===== src/rtl/huffman_stream_packer_if.sv =====
// rtl/huffman_stream_packer_if.sv - Block input, encoder request/response and byte output signals of the packer
interface huffman_stream_packer_if #(
    parameter int COEF_W   = 8,
    parameter int NUM_COMP = 3,
    parameter int CODE_W   = 24
);
    localparam int CW = (NUM_COMP > 1) ? $clog2(NUM_COMP) : 1;

    logic                   blk_valid;
    logic                   blk_ready;
    logic [64*COEF_W-1:0]   blk_data;
    logic                   blk_last;

    logic                   enc_req;
    logic                   enc_is_dc;
    logic [CW-1:0]          enc_comp;
    logic [3:0]             enc_run;
    logic [COEF_W:0]        enc_value;
    logic                   enc_eob;
    logic                   enc_zrl;
    logic [CODE_W-1:0]      enc_code;
    logic [4:0]             enc_len;

    logic                   byte_valid;
    logic [7:0]             byte_data;
    logic                   byte_ready;

    logic                   busy;

    modport master (
        input  blk_valid, blk_data, blk_last, enc_code, enc_len, byte_ready,
        output blk_ready, enc_req, enc_is_dc, enc_comp, enc_run, enc_value,
               enc_eob, enc_zrl, byte_valid, byte_data, busy
    );

    modport slave (
        output blk_valid, blk_data, blk_last, enc_code, enc_len, byte_ready,
        input  blk_ready, enc_req, enc_is_dc, enc_comp, enc_run, enc_value,
               enc_eob, enc_zrl, byte_valid, byte_data, busy
    );
endinterface


===== src/rtl/huffman_stream_packer.sv =====
// rtl/huffman_stream_packer.sv - DC prediction, AC run-length scan and JPEG byte packing; HUFF_EOI_MARKER_EN appends FF D9 at end of scan
module huffman_stream_packer #(
    parameter int COEF_W   = 8,
    parameter int NUM_COMP = 3,
    parameter int CODE_W   = 24,
    parameter int ACC_W    = 32
) (
    input  logic                    clock,
    input  logic                    reset,
    huffman_stream_packer_if.master bus
);
    localparam int CW = (NUM_COMP > 1) ? $clog2(NUM_COMP) : 1;
    localparam int FW = $clog2(ACC_W + 1);
    localparam int VW = COEF_W + 1;
    localparam logic [ACC_W-1:0] TOP_MASK = {8'hFF, {(ACC_W-8){1'b0}}};

    typedef enum logic [2:0] {S_IDLE, S_DC, S_AC, S_FLUSH, S_DONE} state_t;

    state_t               state_q, state_d;
    logic [64*COEF_W-1:0] blk_q, blk_d;
    logic                 last_q, last_d;
    logic [5:0]           last_nz_q, last_nz_d;
    logic [6:0]           k_q, k_d;
    logic [3:0]           run_q, run_d;
    logic [CW-1:0]        comp_q, comp_d;
    logic [COEF_W-1:0]    pred_q [NUM_COMP];
    logic [COEF_W-1:0]    pred_d [NUM_COMP];
    logic [ACC_W-1:0]     acc_q, acc_d;
    logic [FW-1:0]        fill_q, fill_d;
    logic                 stuff_q, stuff_d;
`ifdef HUFF_EOI_MARKER_EN
    logic                 eoi_idx_q, eoi_idx_d;
`endif

    logic [COEF_W-1:0]    coef_k, coef_dc, pred_cur;
    logic                 req, req_dc, req_eob, req_zrl;
    logic [3:0]           req_run;
    logic [VW-1:0]        req_value;
    logic                 accept, byte_avail, drain, eoi_active, blk_end;
    logic [7:0]           top_byte, out_byte;
    logic [ACC_W-1:0]     code_bits;

    function automatic logic [5:0] find_last_nz(input logic [64*COEF_W-1:0] d);
        logic [5:0] r;
        r = '0;
        for (int k = 1; k < 64; k++) begin
            if (d[k*COEF_W +: COEF_W] != '0) r = 6'(k);
        end
        return r;
    endfunction

    assign coef_k   = blk_q[int'(k_q[5:0])*COEF_W +: COEF_W];
    assign coef_dc  = blk_q[COEF_W-1:0];
    assign pred_cur = pred_q[comp_q];

    // Symbol decode: stalls simply hold these because k/run/state do not move.
    always_comb begin
        req       = 1'b0;
        req_dc    = 1'b0;
        req_eob   = 1'b0;
        req_zrl   = 1'b0;
        req_run   = '0;
        req_value = '0;
        case (state_q)
            S_DC: begin
                req       = 1'b1;
                req_dc    = 1'b1;
                req_value = {coef_dc[COEF_W-1], coef_dc} - {pred_cur[COEF_W-1], pred_cur};
            end
            S_AC: begin
                if (k_q > {1'b0, last_nz_q}) begin
                    if (last_nz_q != 6'd63) begin
                        req     = 1'b1;
                        req_eob = 1'b1;
                    end
                end else if (coef_k == '0) begin
                    if (run_q == 4'd15) begin
                        req     = 1'b1;
                        req_zrl = 1'b1;
                        req_run = 4'd15;
                    end
                end else begin
                    req       = 1'b1;
                    req_run   = run_q;
                    req_value = {coef_k[COEF_W-1], coef_k};
                end
            end
            default: ;
        endcase
    end

    assign accept     = req && (int'(fill_q) + int'(bus.enc_len) <= ACC_W);
    assign code_bits  = ACC_W'(bus.enc_code) & ~({ACC_W{1'b1}} << bus.enc_len);
    assign top_byte   = acc_q[ACC_W-1 -: 8];
    assign byte_avail = (fill_q >= FW'(8)) && !stuff_q;
    assign drain      = byte_avail && bus.byte_ready;
`ifdef HUFF_EOI_MARKER_EN
    assign eoi_active = (state_q == S_DONE);
`else
    assign eoi_active = 1'b0;
`endif

    always_comb begin
        out_byte = 8'h00;
        if (eoi_active) begin
`ifdef HUFF_EOI_MARKER_EN
            out_byte = eoi_idx_q ? 8'hD9 : 8'hFF;
`endif
        end else if (!stuff_q && byte_avail) begin
            out_byte = top_byte;
        end
    end

    always_comb begin
        state_d   = state_q;
        blk_d     = blk_q;
        last_d    = last_q;
        last_nz_d = last_nz_q;
        k_d       = k_q;
        run_d     = run_q;
        comp_d    = comp_q;
        pred_d    = pred_q;
        acc_d     = acc_q;
        fill_d    = fill_q;
        stuff_d   = stuff_q;
        blk_end   = 1'b0;
`ifdef HUFF_EOI_MARKER_EN
        eoi_idx_d = eoi_idx_q;
`endif

        // Drain first, then append below whatever remains.
        if (stuff_q && bus.byte_ready) stuff_d = 1'b0;
        if (drain) begin
            acc_d  = acc_q << 8;
            fill_d = fill_q - FW'(8);
            if (top_byte == 8'hFF) stuff_d = 1'b1;
        end
        if (accept) begin
            acc_d  = acc_d | (code_bits << (ACC_W - int'(fill_d) - int'(bus.enc_len)));
            fill_d = fill_d + FW'(bus.enc_len);
        end

        case (state_q)
            S_IDLE: begin
                if (bus.blk_valid) begin
                    blk_d     = bus.blk_data;
                    last_d    = bus.blk_last;
                    last_nz_d = find_last_nz(bus.blk_data);
                    state_d   = S_DC;
                end
            end
            S_DC: begin
                if (accept) begin
                    pred_d[comp_q] = coef_dc;
                    k_d            = 7'd1;
                    run_d          = '0;
                    state_d        = S_AC;
                end
            end
            S_AC: begin
                if (k_q > {1'b0, last_nz_q}) begin
                    if (last_nz_q == 6'd63 || accept) blk_end = 1'b1;
                end else if (coef_k == '0 && run_q != 4'd15) begin
                    run_d = run_q + 4'd1;
                    k_d   = k_q + 7'd1;
                end else if (accept) begin
                    run_d = '0;
                    k_d   = k_q + 7'd1;
                end
                if (blk_end) begin
                    comp_d  = (comp_q == CW'(NUM_COMP-1)) ? '0 : comp_q + 1'b1;
                    state_d = last_q ? S_FLUSH : S_IDLE;
                end
            end
            S_FLUSH: begin
                if (fill_q == '0 && !stuff_q) begin
                    for (int i = 0; i < NUM_COMP; i++) pred_d[i] = '0;
                    comp_d  = '0;
                    state_d = S_DONE;
                end else if (fill_q != '0 && fill_q < FW'(8)) begin
                    // Pad the final partial byte with 1s.
                    acc_d  = acc_q | (TOP_MASK & ({ACC_W{1'b1}} >> fill_q));
                    fill_d = FW'(8);
                end
            end
            S_DONE: begin
`ifdef HUFF_EOI_MARKER_EN
                if (bus.byte_ready) begin
                    eoi_idx_d = ~eoi_idx_q;
                    if (eoi_idx_q) state_d = S_IDLE;
                end
`else
                state_d = S_IDLE;
`endif
            end
            default: state_d = S_IDLE;
        endcase
    end

    always_ff @(posedge clock) begin
        if (reset) begin
            state_q   <= S_IDLE;
            blk_q     <= '0;
            last_q    <= 1'b0;
            last_nz_q <= '0;
            k_q       <= '0;
            run_q     <= '0;
            comp_q    <= '0;
            for (int i = 0; i < NUM_COMP; i++) pred_q[i] <= '0;
            acc_q     <= '0;
            fill_q    <= '0;
            stuff_q   <= 1'b0;
`ifdef HUFF_EOI_MARKER_EN
            eoi_idx_q <= 1'b0;
`endif
        end else begin
            state_q   <= state_d;
            blk_q     <= blk_d;
            last_q    <= last_d;
            last_nz_q <= last_nz_d;
            k_q       <= k_d;
            run_q     <= run_d;
            comp_q    <= comp_d;
            pred_q    <= pred_d;
            acc_q     <= acc_d;
            fill_q    <= fill_d;
            stuff_q   <= stuff_d;
`ifdef HUFF_EOI_MARKER_EN
            eoi_idx_q <= eoi_idx_d;
`endif
        end
    end

    assign bus.blk_ready  = (state_q == S_IDLE);
    assign bus.busy       = (state_q != S_IDLE);
    assign bus.enc_req    = req;
    assign bus.enc_is_dc  = req_dc;
    assign bus.enc_comp   = req ? comp_q : '0;
    assign bus.enc_run    = req_run;
    assign bus.enc_value  = req_value;
    assign bus.enc_eob    = req_eob;
    assign bus.enc_zrl    = req_zrl;
    assign bus.byte_valid = eoi_active || stuff_q || byte_avail;
    assign bus.byte_data  = out_byte;
endmodule


===== src/flat_wrapper.sv =====
// flat-port wrapper written by rule: the top's interface ports become plain ports
module huffman_stream_packer_flat 
#(
    parameter int COEF_W   = 8,
    parameter int NUM_COMP = 3,
    parameter int CODE_W   = 24,
    parameter int ACC_W    = 32
)
  (clock, reset, bus_blk_valid, bus_blk_data, bus_blk_last, bus_enc_code, bus_enc_len, bus_byte_ready, bus_blk_ready, bus_enc_req, bus_enc_is_dc, bus_enc_comp, bus_enc_run, bus_enc_value, bus_enc_eob, bus_enc_zrl, bus_byte_valid, bus_byte_data, bus_busy);
  huffman_stream_packer_if #(.COEF_W(COEF_W), .NUM_COMP(NUM_COMP), .CODE_W(CODE_W)) bus_i ();
  input  logic clock;
  input  logic reset;
  input wire logic [$bits(bus_i.blk_valid)-1:0] bus_blk_valid;
  input wire logic [$bits(bus_i.blk_data)-1:0] bus_blk_data;
  input wire logic [$bits(bus_i.blk_last)-1:0] bus_blk_last;
  input wire logic [$bits(bus_i.enc_code)-1:0] bus_enc_code;
  input wire logic [$bits(bus_i.enc_len)-1:0] bus_enc_len;
  input wire logic [$bits(bus_i.byte_ready)-1:0] bus_byte_ready;
  output wire logic [$bits(bus_i.blk_ready)-1:0] bus_blk_ready;
  output wire logic [$bits(bus_i.enc_req)-1:0] bus_enc_req;
  output wire logic [$bits(bus_i.enc_is_dc)-1:0] bus_enc_is_dc;
  output wire logic [$bits(bus_i.enc_comp)-1:0] bus_enc_comp;
  output wire logic [$bits(bus_i.enc_run)-1:0] bus_enc_run;
  output wire logic [$bits(bus_i.enc_value)-1:0] bus_enc_value;
  output wire logic [$bits(bus_i.enc_eob)-1:0] bus_enc_eob;
  output wire logic [$bits(bus_i.enc_zrl)-1:0] bus_enc_zrl;
  output wire logic [$bits(bus_i.byte_valid)-1:0] bus_byte_valid;
  output wire logic [$bits(bus_i.byte_data)-1:0] bus_byte_data;
  output wire logic [$bits(bus_i.busy)-1:0] bus_busy;
  assign bus_i.blk_valid = bus_blk_valid;
  assign bus_i.blk_data = bus_blk_data;
  assign bus_i.blk_last = bus_blk_last;
  assign bus_i.enc_code = bus_enc_code;
  assign bus_i.enc_len = bus_enc_len;
  assign bus_i.byte_ready = bus_byte_ready;
  assign bus_blk_ready = bus_i.blk_ready;
  assign bus_enc_req = bus_i.enc_req;
  assign bus_enc_is_dc = bus_i.enc_is_dc;
  assign bus_enc_comp = bus_i.enc_comp;
  assign bus_enc_run = bus_i.enc_run;
  assign bus_enc_value = bus_i.enc_value;
  assign bus_enc_eob = bus_i.enc_eob;
  assign bus_enc_zrl = bus_i.enc_zrl;
  assign bus_byte_valid = bus_i.byte_valid;
  assign bus_byte_data = bus_i.byte_data;
  assign bus_busy = bus_i.busy;
  huffman_stream_packer #(.COEF_W(COEF_W), .NUM_COMP(NUM_COMP), .CODE_W(CODE_W), .ACC_W(ACC_W)) u_core (.clock(clock), .reset(reset), .bus(bus_i));
endmodule

===== config.mk =====
export PLATFORM = sky130hd
export DESIGN_NAME = huffman_stream_packer_flat
export DESIGN_NICKNAME = d
export VERILOG_FILES = /design/src/rtl/huffman_stream_packer_if.sv /design/src/rtl/huffman_stream_packer.sv /design/src/flat_wrapper.sv
export SDC_FILE = /design/constraint.sdc
export NUM_CORES = 2
export LEC_CHECK = 0
export ABC_AREA = 0
export CAP_MARGIN = 20
export CORE_MARGIN = 4
export CORE_UTILIZATION = 50
export DETAILED_ROUTE_END_ITERATION = 16
export GPL_TIMING_DRIVEN = 0
export PLACE_DENSITY = 0.77
export SKIP_CTS_REPAIR_TIMING = 1
export SYNTH_ARGS = -nofsm -noshare
export SYNTH_HDL_FRONTEND = slang
export SYNTH_SLANG_ARGS = --single-unit

===== constraint.sdc =====
create_clock -name clock -period 5.7 [get_ports clock]
set_input_delay 1.14 -clock clock [delete_from_list [all_inputs] [get_ports clock]]
set_output_delay 1.14 -clock clock [all_outputs]
set_load 0.02 [all_outputs]

==> flow_summary.yaml <==
placed_design:
  io_buffers: 573
  dp_slack_ns: -1.56
  place_hpwl_mm: 113
  place.gp.congestion: 1.06
  placed_cells: 5182
cts:
  cts_sinks: 598
  htreeDepth: 2
  clockRootBuffer: "clkbuf_16"
  cts_buffers: 61
  cts.path.max_buffers: 3
  cts_tree: "yes"
  clk_pin_slew_worst_paths_ns: 0.07
  clock_latency_ns: 0.65
pwr:
  switchingPower_mw: 8.70
  switching_share_pct: 44.3
  p_clk_share_pct: 21.8
  power.density_nw_per_um2: 494
  power_leakage_nw: 14.3
  power.internal_mw: 11.0
  pwr-share-seq_pct: 27.8
  vdd_ir_drop_max_uv: 394
  p_comb_share_pct: 50.4
synthesis:
  ys_seq_elements: 598
  synth_flop_cell: "dfxtp_1"
  syn_area_per_cell_um2: 7.99
  synth_nets: 4413
  synth_edf_count: 0
  ys_seq_area_share_pct: 39.2
  ys_async_sr_fraction_pct: 0
  syn_inst: 3823
  post_synth_num_cell_types: 84
  syn_area_um2: 30600
  synth_warnings: 0
drt:
  firstDrtPassIters: 8
  ant_nets: 0
  vias: 33600
  route.detailed.drc: 0
  drt-initial-drc-count: 4190
  routedWlPerCell_um: 26.9
  vias_per_cell: 6.34
  drt-total-wl_mm: 143
sta:
  slew_headroom_pct: 24.2
  worst_pin_slew_ns: 1.14
  drv_slew: 0
  min_period_ns: 5.73
  max_freq_ghz: 0.175
  fin_ws_ns: -0.0258
  whs_ns: 0.455
  hold_viol: 0
  tns_ns: -0.0258
  finClkSkew_ns: 0.0374
  period_share_pct: 100
  setup_violations: 1
global_route:
  grt_max_degree: 17
  grt_antenna_before_repair: 1
  grt_pass1_wl_mm: 198
  grt_usage_pct: 41.2
  grt_pass1_vias: 31200
  grt_overflow: 0
floorplan:
  io_pins: 576
  start_util_pct: 50.5
  die_x_um: 255
  rows: 90
  die_area_um2: 65100
  fp.dieH_um: 255
  core_area_um2: 60500
critical_path:
  crit_arrival_ns: 4.59
  timing.critical_path.from_type: "flip-flop"
  worst-r2r-cell-count: 19
  reg2reg_from: "u_core.fill_q[3]"
  worstPathRequired_ns: 4.56
  critPathMaxFanout: 10
  critPathKind: "flip-flop to primary output"
  crit_path_end_kind: "primary output"
  r2r_slack_ns: 0.35
  rr_endpoint: "u_core.acc_q[27]"
hold_path:
  hold_end: "u_core.blk_q[207]"
  hold_depth: 2
  min_path_type: "flip-flop to flip-flop"
  hp-start: "u_core.blk_q[207]"
run_status:
  violations: "setup timing"
  status: "complete, but fails checks"
finish:
  finalNonFillerCells: 5298
  drive_gt1_share_pct: 7.22
  final_core_util_pct: 65.9
  syn_to_final_growth_pct: 30.3
  fin_nets: 5055
job:
  drv_cap: 0
kinds of logic after synthesis:
group	after synthesis	synth area share [%]
flip-flops	598	39.2
AND/OR/NAND/NOR	1667	23.4
multiplexers	238	12.5
AO/OA/AOI/OAI	936	18.0
adder cells (fa/ha/maj)	45	1.91
buffers and inverters	320	4.40
XOR/XNOR	19	0.544
how the worst max path moves through the flow:
stage / depth (start not counted) / slack [ns] / endpoint / start
CTS: 22 / -0.95 / u_core.acc_q[19] / bus_enc_len[1]
global route: 18 / -0.008 / u_core.acc_q[28] / bus_enc_len[4]
finish: 11 / -0.03 / bus_enc_value[2] / u_core.k_q[0]
global placement: 23 / -1.52 / u_core.acc_q[19] / bus_enc_len[1]
floorplan: 22 / 0.52 / u_core.acc_q[19] / bus_enc_len[1]
detailed placement: 22 / -1.56 / u_core.acc_q[19] / bus_enc_len[1]
through the flow:
step | area, um^2 | total power [mW]
4_1_cts | 39500 | 19.0
6_report | 39800 | 19.7
3_5_place_dp | 37300 | 14.8
2_1_floorplan | 30600 | 11.4
3_3_place_gp | 37300 | 14.7
5_1_grt | 39800 | 20.4
Yosys cell counts, types with 38 or more instances:
library cell  instances  area, um^2
clkbuf_1            233         875
or4_1                40         300
nor4_1              115         719
a22oi_1              44         330
nor2_1              102         383
mux2i_1             119        1190
dfxtp_1             598       12000
nor3_1               47         235
mux4_2              102        2300
nand3_1              38         190
o21ai_0              68         340
ha_1                 41         513
a21oi_1             587        2940
inv_1                40         150
nand2_1            1203        4520
final cells by class:
cell class / instances / area [um^2]
buffer: 280 / 1390
antenna: 1 / 2.50
inverter: 40 / 150
timing repair buffer: 579 / 5830
sequential: 598 / 12000
tap: 782 / 978
multi-input combinational: 2905 / 17400
clock buffer: 91 / 1800
clock inverter: 22 / 334
fill: 5300 / 20600
worst max-delay path: stages, from the launching register on:
cell and delay (ns):
dfxtp_2 0.40, buf_12 0.19, buf_12 0.19, buf_12 0.18, buf_12 0.20, mux4_2 0.59, mux4_2 0.48, mux2i_1 0.49
nor2_1 0.09, a21oi_1 0.39, o22ai_1 0.16, clkdlybuf4s50_1 0.56
placed cells by master, fill, tap and decap left out, drive strengths merged, types with 9 or more instances in the layout:
cell type      count
o21ai             69
a21o              15
buf               48
or4               40
nor4             116
mux2i            119
nand2           1203
nor3              47
clkdlybuf4s50    561
dfxtp            598
and2              21
a31oi             17
mux4             112
inv               45
ha                41
or3               12
a22o              36
o31ai             14
and3              10
o22ai             36
clkinv             9
o211ai            10
nor2b             19
a22oi             44
nand2b            13
nand4             18
clkbuf           330
nand3             39
dlymetal6s2s      11
nor2             102
xnor2             15
o22a              10
a211oi            21
a21oi            588
power groups by stage:
stage,Combinational (mW),Clock [mW],Sequential (mW)
5_1_grt,10.5,4.44,5.51
4_1_cts,9.33,4.28,5.41
2_1_floorplan,6.17,0,5.27
6_report,9.90,4.30,5.47
3_5_place_dp,9.28,0,5.50
3_3_place_gp,9.26,0,5.47
sequential cells by signal, summed over array words and instances (netlist names):
register          flops
u_core.k_q            7
u_core.blk_q        512
u_core.acc_q         32
u_core.run_q          4
u_core.comp_q         2
u_core.pred_q        24
u_core.state_q        3
u_core.last_nz_q      6
u_core.fill_q         6
u_core.stuff_q        1
u_core.last_q         1
layer usage:
metal | share of wire (%) | global-route usage [%] | vias up | routed length [um]
met2 | 45 | 65.2 | 2381 | 63600
met3 | 12 | 9.01 | 496 | 16600
met1 | 36 | 51.2 | 15800 | 51300
met5 | 0.0091 | 0 | - | 13
li1 | - | - | 14900 | -
met4 | 7.8 | 26.6 | 2 | 11100
Power figures use the tool's default switching activity.
